### src/rtl/wb_port_scheduler.sv
// -----------------------------------------------------------------------------
// wb_port_scheduler
//   Shares the single register-file write port between three result
//   producers: ALU, memory load unit and FPU. Each producer has a one-entry
//   slot. Every cycle one occupied slot is granted. The grant is turned into
//   registered write-mux controls for the next cycle.
//
// Ports
//   clk, reset_n          clock, asynchronous active-low reset
//   alu_valid/ready/rd/data             ALU result handshake and payload
//   mem_valid/ready/rd/data             load result handshake and payload
//   fpu_valid/ready/rd/fmt/data         FPU result handshake and payload (Q15, 64b)
//   wb_src                write-mux select (000 u32, 001 i32, 010 ALU,
//                         100 MEM, 110 fp32)
//   wb_alu_res, wb_mem_data, wb_fpu_res held operands to the write mux
//   wb_addr, wb_en        register-file write address and enable
//   fmt_err               one-cycle pulse when an illegal FPU format is granted
// -----------------------------------------------------------------------------
module wb_port_scheduler #(
    parameter int MAX_WAIT = 3,
    parameter int AW       = 5
) (
    input  logic          clk,
    input  logic          reset_n,
    input  logic          alu_valid,
    output logic          alu_ready,
    input  logic [AW-1:0] alu_rd,
    input  logic [31:0]   alu_data,
    input  logic          mem_valid,
    output logic          mem_ready,
    input  logic [AW-1:0] mem_rd,
    input  logic [31:0]   mem_data,
    input  logic          fpu_valid,
    output logic          fpu_ready,
    input  logic [AW-1:0] fpu_rd,
    input  logic [1:0]    fpu_fmt,
    input  logic [63:0]   fpu_data,
    output logic [2:0]    wb_src,
    output logic [31:0]   wb_alu_res,
    output logic [31:0]   wb_mem_data,
    output logic [63:0]   wb_fpu_res,
    output logic [AW-1:0] wb_addr,
    output logic          wb_en,
    output logic          fmt_err
);
    localparam logic [2:0] MAX_W   = 3'(MAX_WAIT);
    localparam logic [2:0] SRC_U32 = 3'b000;
    localparam logic [2:0] SRC_I32 = 3'b001;
    localparam logic [2:0] SRC_ALU = 3'b010;
    localparam logic [2:0] SRC_MEM = 3'b100;
    localparam logic [2:0] SRC_F32 = 3'b110;

    // Slot state
    logic          alu_occ_q, alu_occ_d, mem_occ_q, mem_occ_d, fpu_occ_q, fpu_occ_d;
    logic [AW-1:0] alu_rd_q, alu_rd_d, mem_rd_q, mem_rd_d, fpu_rd_q, fpu_rd_d;
    logic [31:0]   alu_data_q, alu_data_d, mem_data_q, mem_data_d;
    logic [63:0]   fpu_data_q, fpu_data_d;
    logic [1:0]    fpu_fmt_q, fpu_fmt_d;
    logic [2:0]    alu_cnt_q, alu_cnt_d, mem_cnt_q, mem_cnt_d, fpu_cnt_q, fpu_cnt_d;

    // Output registers
    logic [2:0]    wb_src_q, wb_src_d;
    logic [31:0]   wb_alu_res_q, wb_alu_res_d, wb_mem_data_q, wb_mem_data_d;
    logic [63:0]   wb_fpu_res_q, wb_fpu_res_d;
    logic [AW-1:0] wb_addr_q, wb_addr_d;
    logic          wb_en_q, wb_en_d, fmt_err_q, fmt_err_d;

    logic alu_aged, mem_aged, fpu_aged, any_aged;
    logic gnt_alu, gnt_mem, gnt_fpu;
    logic alu_acc, mem_acc, fpu_acc;

    // Arbitration: aged slots form the candidate set when any exist. Within
    // the candidate set, the base order MEM > FPU > ALU applies.
    always_comb begin
        alu_aged = alu_occ_q && (alu_cnt_q == MAX_W);
        mem_aged = mem_occ_q && (mem_cnt_q == MAX_W);
        fpu_aged = fpu_occ_q && (fpu_cnt_q == MAX_W);
        any_aged = alu_aged || mem_aged || fpu_aged;
        if (any_aged) begin
            gnt_mem = mem_aged;
            gnt_fpu = fpu_aged && !mem_aged;
            gnt_alu = alu_aged && !mem_aged && !fpu_aged;
        end else begin
            gnt_mem = mem_occ_q;
            gnt_fpu = fpu_occ_q && !mem_occ_q;
            gnt_alu = alu_occ_q && !mem_occ_q && !fpu_occ_q;
        end
    end

    // A granted slot frees up this edge, so it can take a new entry at the
    // same time. The readys are masked while reset is asserted.
    assign alu_ready = reset_n && (!alu_occ_q || gnt_alu);
    assign mem_ready = reset_n && (!mem_occ_q || gnt_mem);
    assign fpu_ready = reset_n && (!fpu_occ_q || gnt_fpu);

    assign alu_acc = alu_valid && alu_ready;
    assign mem_acc = mem_valid && mem_ready;
    assign fpu_acc = fpu_valid && fpu_ready;

    // Slot update. Any accept lands in an empty or just-granted slot, so the
    // wait counter restarts at 0.
    always_comb begin
        alu_occ_d  = alu_acc || (alu_occ_q && !gnt_alu);
        mem_occ_d  = mem_acc || (mem_occ_q && !gnt_mem);
        fpu_occ_d  = fpu_acc || (fpu_occ_q && !gnt_fpu);
        alu_rd_d   = alu_acc ? alu_rd   : alu_rd_q;
        alu_data_d = alu_acc ? alu_data : alu_data_q;
        mem_rd_d   = mem_acc ? mem_rd   : mem_rd_q;
        mem_data_d = mem_acc ? mem_data : mem_data_q;
        fpu_rd_d   = fpu_acc ? fpu_rd   : fpu_rd_q;
        fpu_data_d = fpu_acc ? fpu_data : fpu_data_q;
        fpu_fmt_d  = fpu_acc ? fpu_fmt  : fpu_fmt_q;

        alu_cnt_d = 3'd0;
        if (!alu_acc && alu_occ_q && !gnt_alu)
            alu_cnt_d = (alu_cnt_q == MAX_W) ? alu_cnt_q : alu_cnt_q + 3'd1;
        mem_cnt_d = 3'd0;
        if (!mem_acc && mem_occ_q && !gnt_mem)
            mem_cnt_d = (mem_cnt_q == MAX_W) ? mem_cnt_q : mem_cnt_q + 3'd1;
        fpu_cnt_d = 3'd0;
        if (!fpu_acc && fpu_occ_q && !gnt_fpu)
            fpu_cnt_d = (fpu_cnt_q == MAX_W) ? fpu_cnt_q : fpu_cnt_q + 3'd1;
    end

    // Output stage. Only the granted source's operand register loads. An
    // illegal FPU format still consumes the slot but leaves wb_src alone.
    always_comb begin
        wb_src_d      = wb_src_q;
        wb_alu_res_d  = wb_alu_res_q;
        wb_mem_data_d = wb_mem_data_q;
        wb_fpu_res_d  = wb_fpu_res_q;
        wb_addr_d     = wb_addr_q;
        wb_en_d       = 1'b0;
        fmt_err_d     = 1'b0;
        if (gnt_mem) begin
            wb_src_d      = SRC_MEM;
            wb_mem_data_d = mem_data_q;
            wb_addr_d     = mem_rd_q;
            wb_en_d       = (mem_rd_q != '0);
        end else if (gnt_fpu) begin
            wb_fpu_res_d = fpu_data_q;
            wb_addr_d    = fpu_rd_q;
            case (fpu_fmt_q)
                2'b00:   wb_src_d = SRC_U32;
                2'b01:   wb_src_d = SRC_I32;
                2'b10:   wb_src_d = SRC_F32;
                default: wb_src_d = wb_src_q;
            endcase
            fmt_err_d = (fpu_fmt_q == 2'b11);
            wb_en_d   = (fpu_rd_q != '0) && (fpu_fmt_q != 2'b11);
        end else if (gnt_alu) begin
            wb_src_d     = SRC_ALU;
            wb_alu_res_d = alu_data_q;
            wb_addr_d    = alu_rd_q;
            wb_en_d      = (alu_rd_q != '0);
        end
    end

    always_ff @(posedge clk or negedge reset_n) begin
        if (!reset_n) begin
            alu_occ_q     <= 1'b0;
            mem_occ_q     <= 1'b0;
            fpu_occ_q     <= 1'b0;
            alu_rd_q      <= '0;
            mem_rd_q      <= '0;
            fpu_rd_q      <= '0;
            alu_data_q    <= '0;
            mem_data_q    <= '0;
            fpu_data_q    <= '0;
            fpu_fmt_q     <= '0;
            alu_cnt_q     <= '0;
            mem_cnt_q     <= '0;
            fpu_cnt_q     <= '0;
            wb_src_q      <= SRC_ALU;
            wb_alu_res_q  <= '0;
            wb_mem_data_q <= '0;
            wb_fpu_res_q  <= '0;
            wb_addr_q     <= '0;
            wb_en_q       <= 1'b0;
            fmt_err_q     <= 1'b0;
        end else begin
            alu_occ_q     <= alu_occ_d;
            mem_occ_q     <= mem_occ_d;
            fpu_occ_q     <= fpu_occ_d;
            alu_rd_q      <= alu_rd_d;
            mem_rd_q      <= mem_rd_d;
            fpu_rd_q      <= fpu_rd_d;
            alu_data_q    <= alu_data_d;
            mem_data_q    <= mem_data_d;
            fpu_data_q    <= fpu_data_d;
            fpu_fmt_q     <= fpu_fmt_d;
            alu_cnt_q     <= alu_cnt_d;
            mem_cnt_q     <= mem_cnt_d;
            fpu_cnt_q     <= fpu_cnt_d;
            wb_src_q      <= wb_src_d;
            wb_alu_res_q  <= wb_alu_res_d;
            wb_mem_data_q <= wb_mem_data_d;
            wb_fpu_res_q  <= wb_fpu_res_d;
            wb_addr_q     <= wb_addr_d;
            wb_en_q       <= wb_en_d;
            fmt_err_q     <= fmt_err_d;
        end
    end

    assign wb_src      = wb_src_q;
    assign wb_alu_res  = wb_alu_res_q;
    assign wb_mem_data = wb_mem_data_q;
    assign wb_fpu_res  = wb_fpu_res_q;
    assign wb_addr     = wb_addr_q;
    assign wb_en       = wb_en_q;
    assign fmt_err     = fmt_err_q;
endmodule

### config.mk
export PLATFORM = sky130hd
export DESIGN_NAME = wb_port_scheduler
export DESIGN_NICKNAME = d
export VERILOG_FILES = /design/src/rtl/wb_port_scheduler.sv
export SDC_FILE = /design/constraint.sdc
export NUM_CORES = 1
export LEC_CHECK = 0
export CORE_UTILIZATION = 40
export DETAILED_ROUTE_END_ITERATION = 8
export GPL_TIMING_DRIVEN = 0
export HOLD_SLACK_MARGIN = 0.08
export PLACE_DENSITY = 0.76
export SLEW_MARGIN = 20
export SYNTH_ARGS = -nofsm -noshare
export SYNTH_HDL_FRONTEND = slang
export SYNTH_SLANG_ARGS = --single-unit
### constraint.sdc
create_clock -name clk -period 3.83 [get_ports clk]
set_input_delay 1.149 -clock clk [delete_from_list [all_inputs] [get_ports clk]]
set_output_delay 1.149 -clock clk [all_outputs]
set_load 0.1 [all_outputs]
Word level (Yosys, flattened, before mapping)
Cells that the tools add are included.
W data, S select, Z words.
{ "totals": {"reg_bits": 295, "out_inout_bits": 141, "elab_cells": 109} }
{ "classes": {"addsub": 3, "n_eq_ne": 11, "n_mux": 21, "bitwise": 2, "reduce_logical": 52} }
{ "op_table": {"columns": ["op", "n"], "rows": [
  ["$mux W3", 9],
  ["$logic_and A1 B1 Y1", 25],
  ["$mux W5", 3],
  ["$reduce_bool A5 Y1", 3],
  ["$logic_not A1 Y1", 11],
  ["$add A3 B1 Y3 const B", 3],
  ["$eq A3 B2 Y1 const B", 3],
  ["$pmux W3 S3", 1],
  ["$logic_or A1 B1 Y1", 8],
  ["$mux W1", 8],
  ["$ne A2 B2 Y1 const B", 4],
  ["$ne A5 B2 Y1 const B", 1],
  ["$eq A2 B2 Y1 const B", 2],
  ["$reduce_and A2 Y1", 2],
  ["$reduce_and A3 Y1", 1],
  ["$reduce_bool A3 Y1", 1],
  ["$eq A2 B1 Y1 const B", 1],
  ["$logic_not A2 Y1", 1],
  ["$not A1 Y1", 2]
]} }

Logic depth before layout (Yosys ltp)
Gate-level depths: netlist (run 1).
{ "logic_depth": {"depth_word": 13, "ltp_mapped": 8} }

Worst setup path after synthesis (run 1)
Ideal clock, no wire load.
{ "synth_path": {"path_type": "register to output", "start": "register alu_cnt_q[0]", "end": "output fpu_ready", "arrival_ns": 2.089, "t_required_ns": 2.681, "setup_slack_ns": 0.592, "path_stages_with_launch": 7, "path_cell_list": "dfrtp_1 > ha_1 > ha_1 > and3b_1 > a21oi_1 > nand2b_1 > and2_1"} }
{ "synth_between": {"elab_chain_cells": 7} }
{ "synth_rtl": {"columns": ["item", "line", "text"], "rows": [
  ["from (decl)", "59", "logic [2:0] alu_cnt_q, alu_cnt_d, mem_cnt_q, mem_cnt_d, fpu_cnt_q, fpu_cnt_d;"],
  ["from (signal assigned)", "192", "alu_cnt_q <= alu_cnt_d;"],
  ["$eq A3 B2 Y1", "75", "alu_aged = alu_occ_q && (alu_cnt_q == MAX_W);"],
  ["$logic_and A1 B1 Y1", "75", null],
  ["$logic_or A1 B1 Y1 (2 in series)", "78", "any_aged = alu_aged || mem_aged || fpu_aged;"],
  ["$mux W1", "79", "if (any_aged) begin"],
  ["$logic_or A1 B1 Y1", "94", "assign fpu_ready = reset_n && (!fpu_occ_q || gnt_fpu);"],
  ["$logic_and A1 B1 Y1", "94", null],
  ["to (decl)", "34", "output logic fpu_ready,"]
]} }
No other way between the ends.

Final worst setup path (run 1)
Ends and elaborated chain as after synthesis.

==> results.sh, run 1 <==
export IMPL_htree_levels=1
export IMPL_skew_ps=14.4
export IMPL_nets=1324
export IMPL_min_path_type="input port to asynchronous set/reset pin"
export IMPL_grt_pass1_wl_um=42300
export IMPL_initial_core_util_pct=40.8
export IMPL_critPathArrivalTime_ps=2490
export IMPL_die_area_um2=29000
export IMPL_worst_pin_slew_ps=1060
export IMPL_avgViaCountPerCell=4.72
export IMPL_cts_tree="built"
export IMPL_gp_congestion=0.741
export IMPL_synth_seq_area_share_pct=65.2
export IMPL_post_cts_setup_buffers=0
export IMPL_dp_cells=1513
export IMPL_setup_violations=0
export IMPL_ant_nets=0
export IMPL_internal_power_mw=6.88
export IMPL_grt_pass1_vias=7911
export IMPL_power_switching_mw=5.26
export IMPL_track_usage_pct=18.5
export IMPL_grt_ovfl_total=0
export IMPL_die_x_um=170
export IMPL_cts_made_buffers=31
export IMPL_synth_edf_count=0
export IMPL_relSlewSlack_pct=29.0
export IMPL_root_buffer="clkbuf_16"
export IMPL_grt_max_degree=102
export IMPL_syn_area_um2=11300
export IMPL_p_leak_nw=6.98
export IMPL_core_um2=27800
export IMPL_crit_required_ps=2680
export IMPL_synth_cell_type_count=40
export IMPL_period_share_pct=95.1
export IMPL_path_cells="ha_1, ha_1, and3b_1, a21oi_1, nand2b_1, and2_1, buf_4"
export IMPL_crit_fanout=7
export IMPL_min_period_ps=3640
export IMPL_clock_latency_ps=550
export IMPL_whs_ps=406
export IMPL_slowest_delay_ps=400
export IMPL_hpwl_um=18800
export IMPL_yosys_warnings=0
export IMPL_slew_viol_final=0
export IMPL_numPortBuffers=290
export IMPL_async_flop_share_pct=100
export IMPL_synth_ff_latch_count=295
export IMPL_syn_to_final_growth_pct=39.8
export IMPL_status="completed"
export IMPL_ir_drop_mv=0.549
export IMPL_drc_errors=0
export IMPL_drt_total_wl_um=26700
export IMPL_reg2regPathDepth=8
export IMPL_path_common_cell="ha_1"
export IMPL_stdcell_count=1568
export IMPL_critPathKind="register to primary output"
export IMPL_final_hold_viol_count=0
export IMPL_drive_above_1_share_pct=19.8
export IMPL_post_route_util_pct=57.0
export IMPL_setup_slack_ps=187
export IMPL_pwr_share_clk_pct=24.7
export IMPL_max_freq_mhz=275
export IMPL_num_vias=7407
export IMPL_reg2reg_slack_ps=1340
export IMPL_syn_inst=841
export IMPL_startpoint_type="register"
export IMPL_ios=291
export IMPL_syn_nets=997
export IMPL_avgSynthCellArea_um2=13.5
export IMPL_dr_pass1_iters=4
export IMPL_drt_iter0_drc=347
export IMPL_cpMaxStageDelayCell="dfrtp_1"
export IMPL_rows=61
export IMPL_tns_ps=0
export IMPL_clock_sinks=295
export IMPL_maxCapViolations=0
export IMPL_comb_power_share_pct=41.1
export IMPL_rsz0062_at_grt="false"
export IMPL_synth_ff_type="dfrtp_1"
export IMPL_power_density_nw_per_um2=767
export IMPL_seqPwrFrac_pct=34.3
export IMPL_die_height_um=170
export IMPL_clk_pin_slew_ps=60
export IMPL_endpoint_kind="primary output"
export IMPL_swShare_pct=43.3
export IMPL_clockBufferDepth=3
export IMPL_detailedPlace_worstSlack_ps=-469
export IMPL_antenna_found_initial=0
export IMPL_wl_per_cell_um=17.0
## power groups by stage
| stage | clock network, mW | registers [mW] | logic, mW |
|---|---|---|---|
| after floorplan | 0 | 7.12 | 0.728 |
| after CTS | 3.11 | 4.17 | 5.02 |
| final | 3.00 | 4.16 | 4.99 |
| after global routing | 3.22 | 4.25 | 5.17 |
| after detailed placement | 0 | 4.21 | 5.01 |
| after global placement | 0 | 4.19 | 4.96 |
## sequential cells by signal, summed over array words and instances, names as in the netlist
| name | flops |
|---|---|
| alu_cnt_q | 3 |
| alu_data_q | 32 |
| alu_occ_q | 1 |
| alu_rd_q | 5 |
| fmt_err | 1 |
| fpu_cnt_q | 3 |
| fpu_data_q | 64 |
| fpu_fmt_q | 2 |
| fpu_occ_q | 1 |
| fpu_rd_q | 5 |
| mem_cnt_q | 3 |
| mem_data_q | 32 |
| mem_occ_q | 1 |
| mem_rd_q | 5 |
| wb_addr | 5 |
| wb_alu_res | 32 |
| wb_en | 1 |
| wb_fpu_res | 64 |
| wb_mem_data | 32 |
| wb_src | 3 |
## path summary, 6_finish.rpt
kind	from	endpoint
max in group asynchronous	reset_n	mem_data_q[31]
min in group clk	mem_cnt_q[0]	mem_cnt_q[0]
hold / removal	reset_n	wb_fpu_res[48]
setup / recovery	alu_cnt_q[0]	fpu_ready
setup reg to reg	fpu_cnt_q[0]	wb_alu_res[14]
hold reg to reg	mem_cnt_q[0]	mem_cnt_q[0]
## kinds of logic after synthesis
kind of cell | Yosys count | share of synthesized area, %
AO/OA/AOI/OAI | 45 | 2.91
buffers and inverters | 46 | 2.05
adder cells (fa/ha/maj) | 6 | 0.663
multiplexers | 209 | 20.8
flip-flops | 295 | 65.2
AND/OR/NAND/NOR | 240 | 8.40
## final cells by class
| class | count | area, um^2 |
|---|---|---|
| clock buffer | 45 | 938 |
| sequential | 295 | 7380 |
| clock inverter | 9 | 103 |
| multi-input combinational | 500 | 3710 |
| timing repair buffer | 294 | 2990 |
| fill | 2357 | 12000 |
| tap | 378 | 473 |
| buffer | 39 | 206 |
| inverter | 7 | 26.3 |
| antenna | 1 | 2.50 |
## layer usage
metal / vias up / part of all wire [%] / GRT usage [%]
met4: 0 / 1.3 / 3.68
met1: 3672 / 41 / 22.7
li1: 3491 / - / -
met2: 213 / 49 / 32.0
met3: 31 / 8.4 / 5.60
met5: - / 0 / 0
## worst max-delay path: cells and delay by family (launching register included)
kind            cells  cell delay [ps]
compound gates      1              150
fa+ha+maj           2              470
buf+inv             1              290
flops               1              400
simple gates        3              610
## metrics by stage
step                      cell area, um^2  total power, mW
final                               15800             12.1
after global routing                15800             12.6
after CTS                           15800             12.3
after detailed placement            14800             9.22
after global placement              14700             9.14
after floorplan                     11300             7.85
## synth_stat cells (all sizes together), types with 4 or more instances
cell type	number	share of area, %
a22oi	7	0.46
nor2	11	0.36
mux2	209	21
o21ai	12	0.53
buf	27	1.4
a21oi	10	0.64
nand2b	4	0.22
ha	6	0.66
nand2	210	7.0
inv	7	0.23
dfrtp	294	65
clkbuf	12	0.40
## cells in the final DEF, fill, tap and decap left out, drive strengths merged, types with 2 or more instances in the layout
master,instances
o21ai,12
clkdlybuf4s50,286
clkbuf,58
a2bb2oi,2
nor2,11
buf,34
a221o,2
nand2,210
a21oi,10
ha,6
nand3,3
and2,3
clkinv,6
or4,3
o31ai,2
bufinv,2
mux2,209
a22oi,7
nand2b,4
inv,8
dfrtp,294
## repair_timing
item                                    4_1_cts  5_1_grt
gates resized for setup                      15        5
hold buffers                                  0        0
endpoints found under the setup margin        3        3
Note: power is estimated with default switching activity, not from simulation.
==> run 2, diff against run 1 <==
Settings changed: CTS_BUF_LIST from default to sky130_fd_sc_hd__clkbuf_16.
==> run 2 against run 1 <==
Against the previous run:
- routed wire length fell by 0.41%
- critical path depth did not move
- final area fell by 0.71%
- global-route usage fell by 0.068 points
- die area did not move
- non-clock buffer count did not move
- highest routed layer unchanged
==> results.sh, run 2 (synthesis gave the netlist of run 1 again) <==
export IMPL_status="completed"
export IMPL_final_hold_viol_count=0
export IMPL_cts_made_buffers=31
export IMPL_numPortBuffers=290
export IMPL_track_usage_pct=18.4
export IMPL_cts_tree="built"
export IMPL_grt_max_degree=102
export IMPL_die_x_um=170
export IMPL_die_area_um2=29000
export IMPL_drt_iter0_drc=319
export IMPL_dp_cells=1513
export IMPL_post_route_util_pct=56.6
export IMPL_grt_pass1_vias=7876
export IMPL_min_path_type="input port to asynchronous set/reset pin"
export IMPL_grt_pass1_wl_um=42100
export IMPL_relSlewSlack_pct=30.2
export IMPL_drive_above_1_share_pct=18.8
export IMPL_min_period_ps=3640
export IMPL_pwr_share_clk_pct=23.2
export IMPL_skew_ps=12.5
export IMPL_ios=291
export IMPL_clock_sinks=295
export IMPL_final_common_cell="dfrtp_1"
export IMPL_critPathKind="register to primary output"
export IMPL_wl_per_cell_um=17.0
export IMPL_avgViaCountPerCell=4.74
export IMPL_setup_violations=0
export IMPL_whs_ps=408
export IMPL_slew_viol_final=0
export IMPL_final_cell_mix="dfrtp_1 (294), clkdlybuf4s50_1 (286), nand2_1 (210)"
export IMPL_rsz0062_at_grt="false"
export IMPL_endpoint_kind="primary output"
export IMPL_stdcell_count=1567
export IMPL_grt_ovfl_total=0
export IMPL_worst_pin_slew_ps=1040
export IMPL_comb_power_share_pct=41.9
export IMPL_detailedPlace_worstSlack_ps=-469
export IMPL_power_density_nw_per_um2=758
export IMPL_maxCapViolations=0
export IMPL_hpwl_um=18800
export IMPL_gp_congestion=0.741
export IMPL_power_switching_mw=5.25
export IMPL_internal_power_mw=6.66
export IMPL_period_share_pct=95.0
export IMPL_core_um2=27800
export IMPL_ant_nets=0
export IMPL_rows=61
export IMPL_nets=1324
export IMPL_num_vias=7428
export IMPL_swShare_pct=44.1
export IMPL_setup_slack_ps=192
export IMPL_ir_drop_mv=0.549
export IMPL_antenna_cells=0
export IMPL_die_height_um=170
export IMPL_dr_pass1_iters=4
export IMPL_crit_fanout=7
export IMPL_crit_required_ps=2680
export IMPL_antenna_found_initial=0
export IMPL_clk_pin_slew_ps=60
export IMPL_seqPwrFrac_pct=34.9
export IMPL_drt_total_wl_um=26600
export IMPL_root_buffer="clkbuf_16"
export IMPL_clockBufferDepth=3
export IMPL_initial_core_util_pct=40.8
export IMPL_critPathArrivalTime_ps=2490
export IMPL_max_freq_mhz=275
export IMPL_startpoint_type="register"
export IMPL_syn_to_final_growth_pct=38.8
export IMPL_htree_levels=1
export IMPL_clock_latency_ps=550
export IMPL_p_leak_nw=6.93
export IMPL_finalPower_mw=11.9
export IMPL_drc_errors=0
==> run 2: cell count changes in the layout (fill, tap and decap cells not counted) <==
cell,delta
inv_1,+3
clkinv_1,+11
clkbuf_1,-3
diode_2,-1
clkbuf_8,-11
==> run 2: final timing paths <==
kind                               from               to  cells past startpoint  slack (ps)
setup / recovery           alu_cnt_q[0]        fpu_ready                      7         190
hold / removal                  reset_n   wb_fpu_res[48]                      1         410
max in group asynchronous       reset_n  wb_mem_data[21]                      3        2320
hold reg to reg            mem_cnt_q[0]     mem_cnt_q[0]                      1         440
setup reg to reg           alu_cnt_q[0]   wb_fpu_res[20]                      7        1330
min in group clk           mem_cnt_q[0]     mem_cnt_q[0]                      1         440
==> run 2: area by class of cell <==
type	instances	area, um^2
well taps	378	473
inverters	7	26.3
clock buffers	31	776
multi-input cells	500	3710
clock inverters	23	155
fillers	2371	12100
plain buffers	39	206
flip-flops and latches	295	7380
repair buffers	294	2990
==> run 2: layer usage <==
layer / track usage (%) / routed length [um]
met1: 22.7 / 11000
met2: 31.9 / 13000
met3: 5.44 / 2210
met4: 3.64 / 350
met5: 0 / 0
==> run 2: repair_timing <==
| item | CTS | global route |
|---|---|---|
| gates cloned | 0 | 0 |
| hold endpoints to repair | 0 | 0 |
| gates resized for setup | 15 | 5 |
| buffers inserted | 0 | 0 |
| hold buffers | 0 | 0 |
| setup endpoints to repair | 3 | 3 |
==> run 2: worst max-delay path: stages, from the launching register on <==
cell and delay [ps]:
dfrtp_1 400, ha_1 210, ha_1 260, and3b_1 240, a21oi_1 150, nand2b_1 220, and2_1 150, buf_4 290
==> run 2: per-stage QoR <==
| stage | TNS, ps | cell area [um^2] |
|---|---|---|
| 6_report | 0 | 15700 |
| 5_1_grt | 0 | 15700 |
| 4_1_cts | 0 | 15700 |
| 3_5_place_dp | -1400 | 14800 |
| 3_3_place_gp | -4874170 | 14700 |
| 2_1_floorplan | 0 | 11300 |
==> run 2: power groups by stage <==
stage               Clock [mW]  Combinational [mW]  Sequential [mW]
global route              2.98                5.16             4.24
detailed placement           0                5.01             4.21
finish                    2.76                4.99             4.16
global placement             0                4.96             4.19
floorplan                    0               0.728             7.12
CTS                       2.88                5.02             4.17
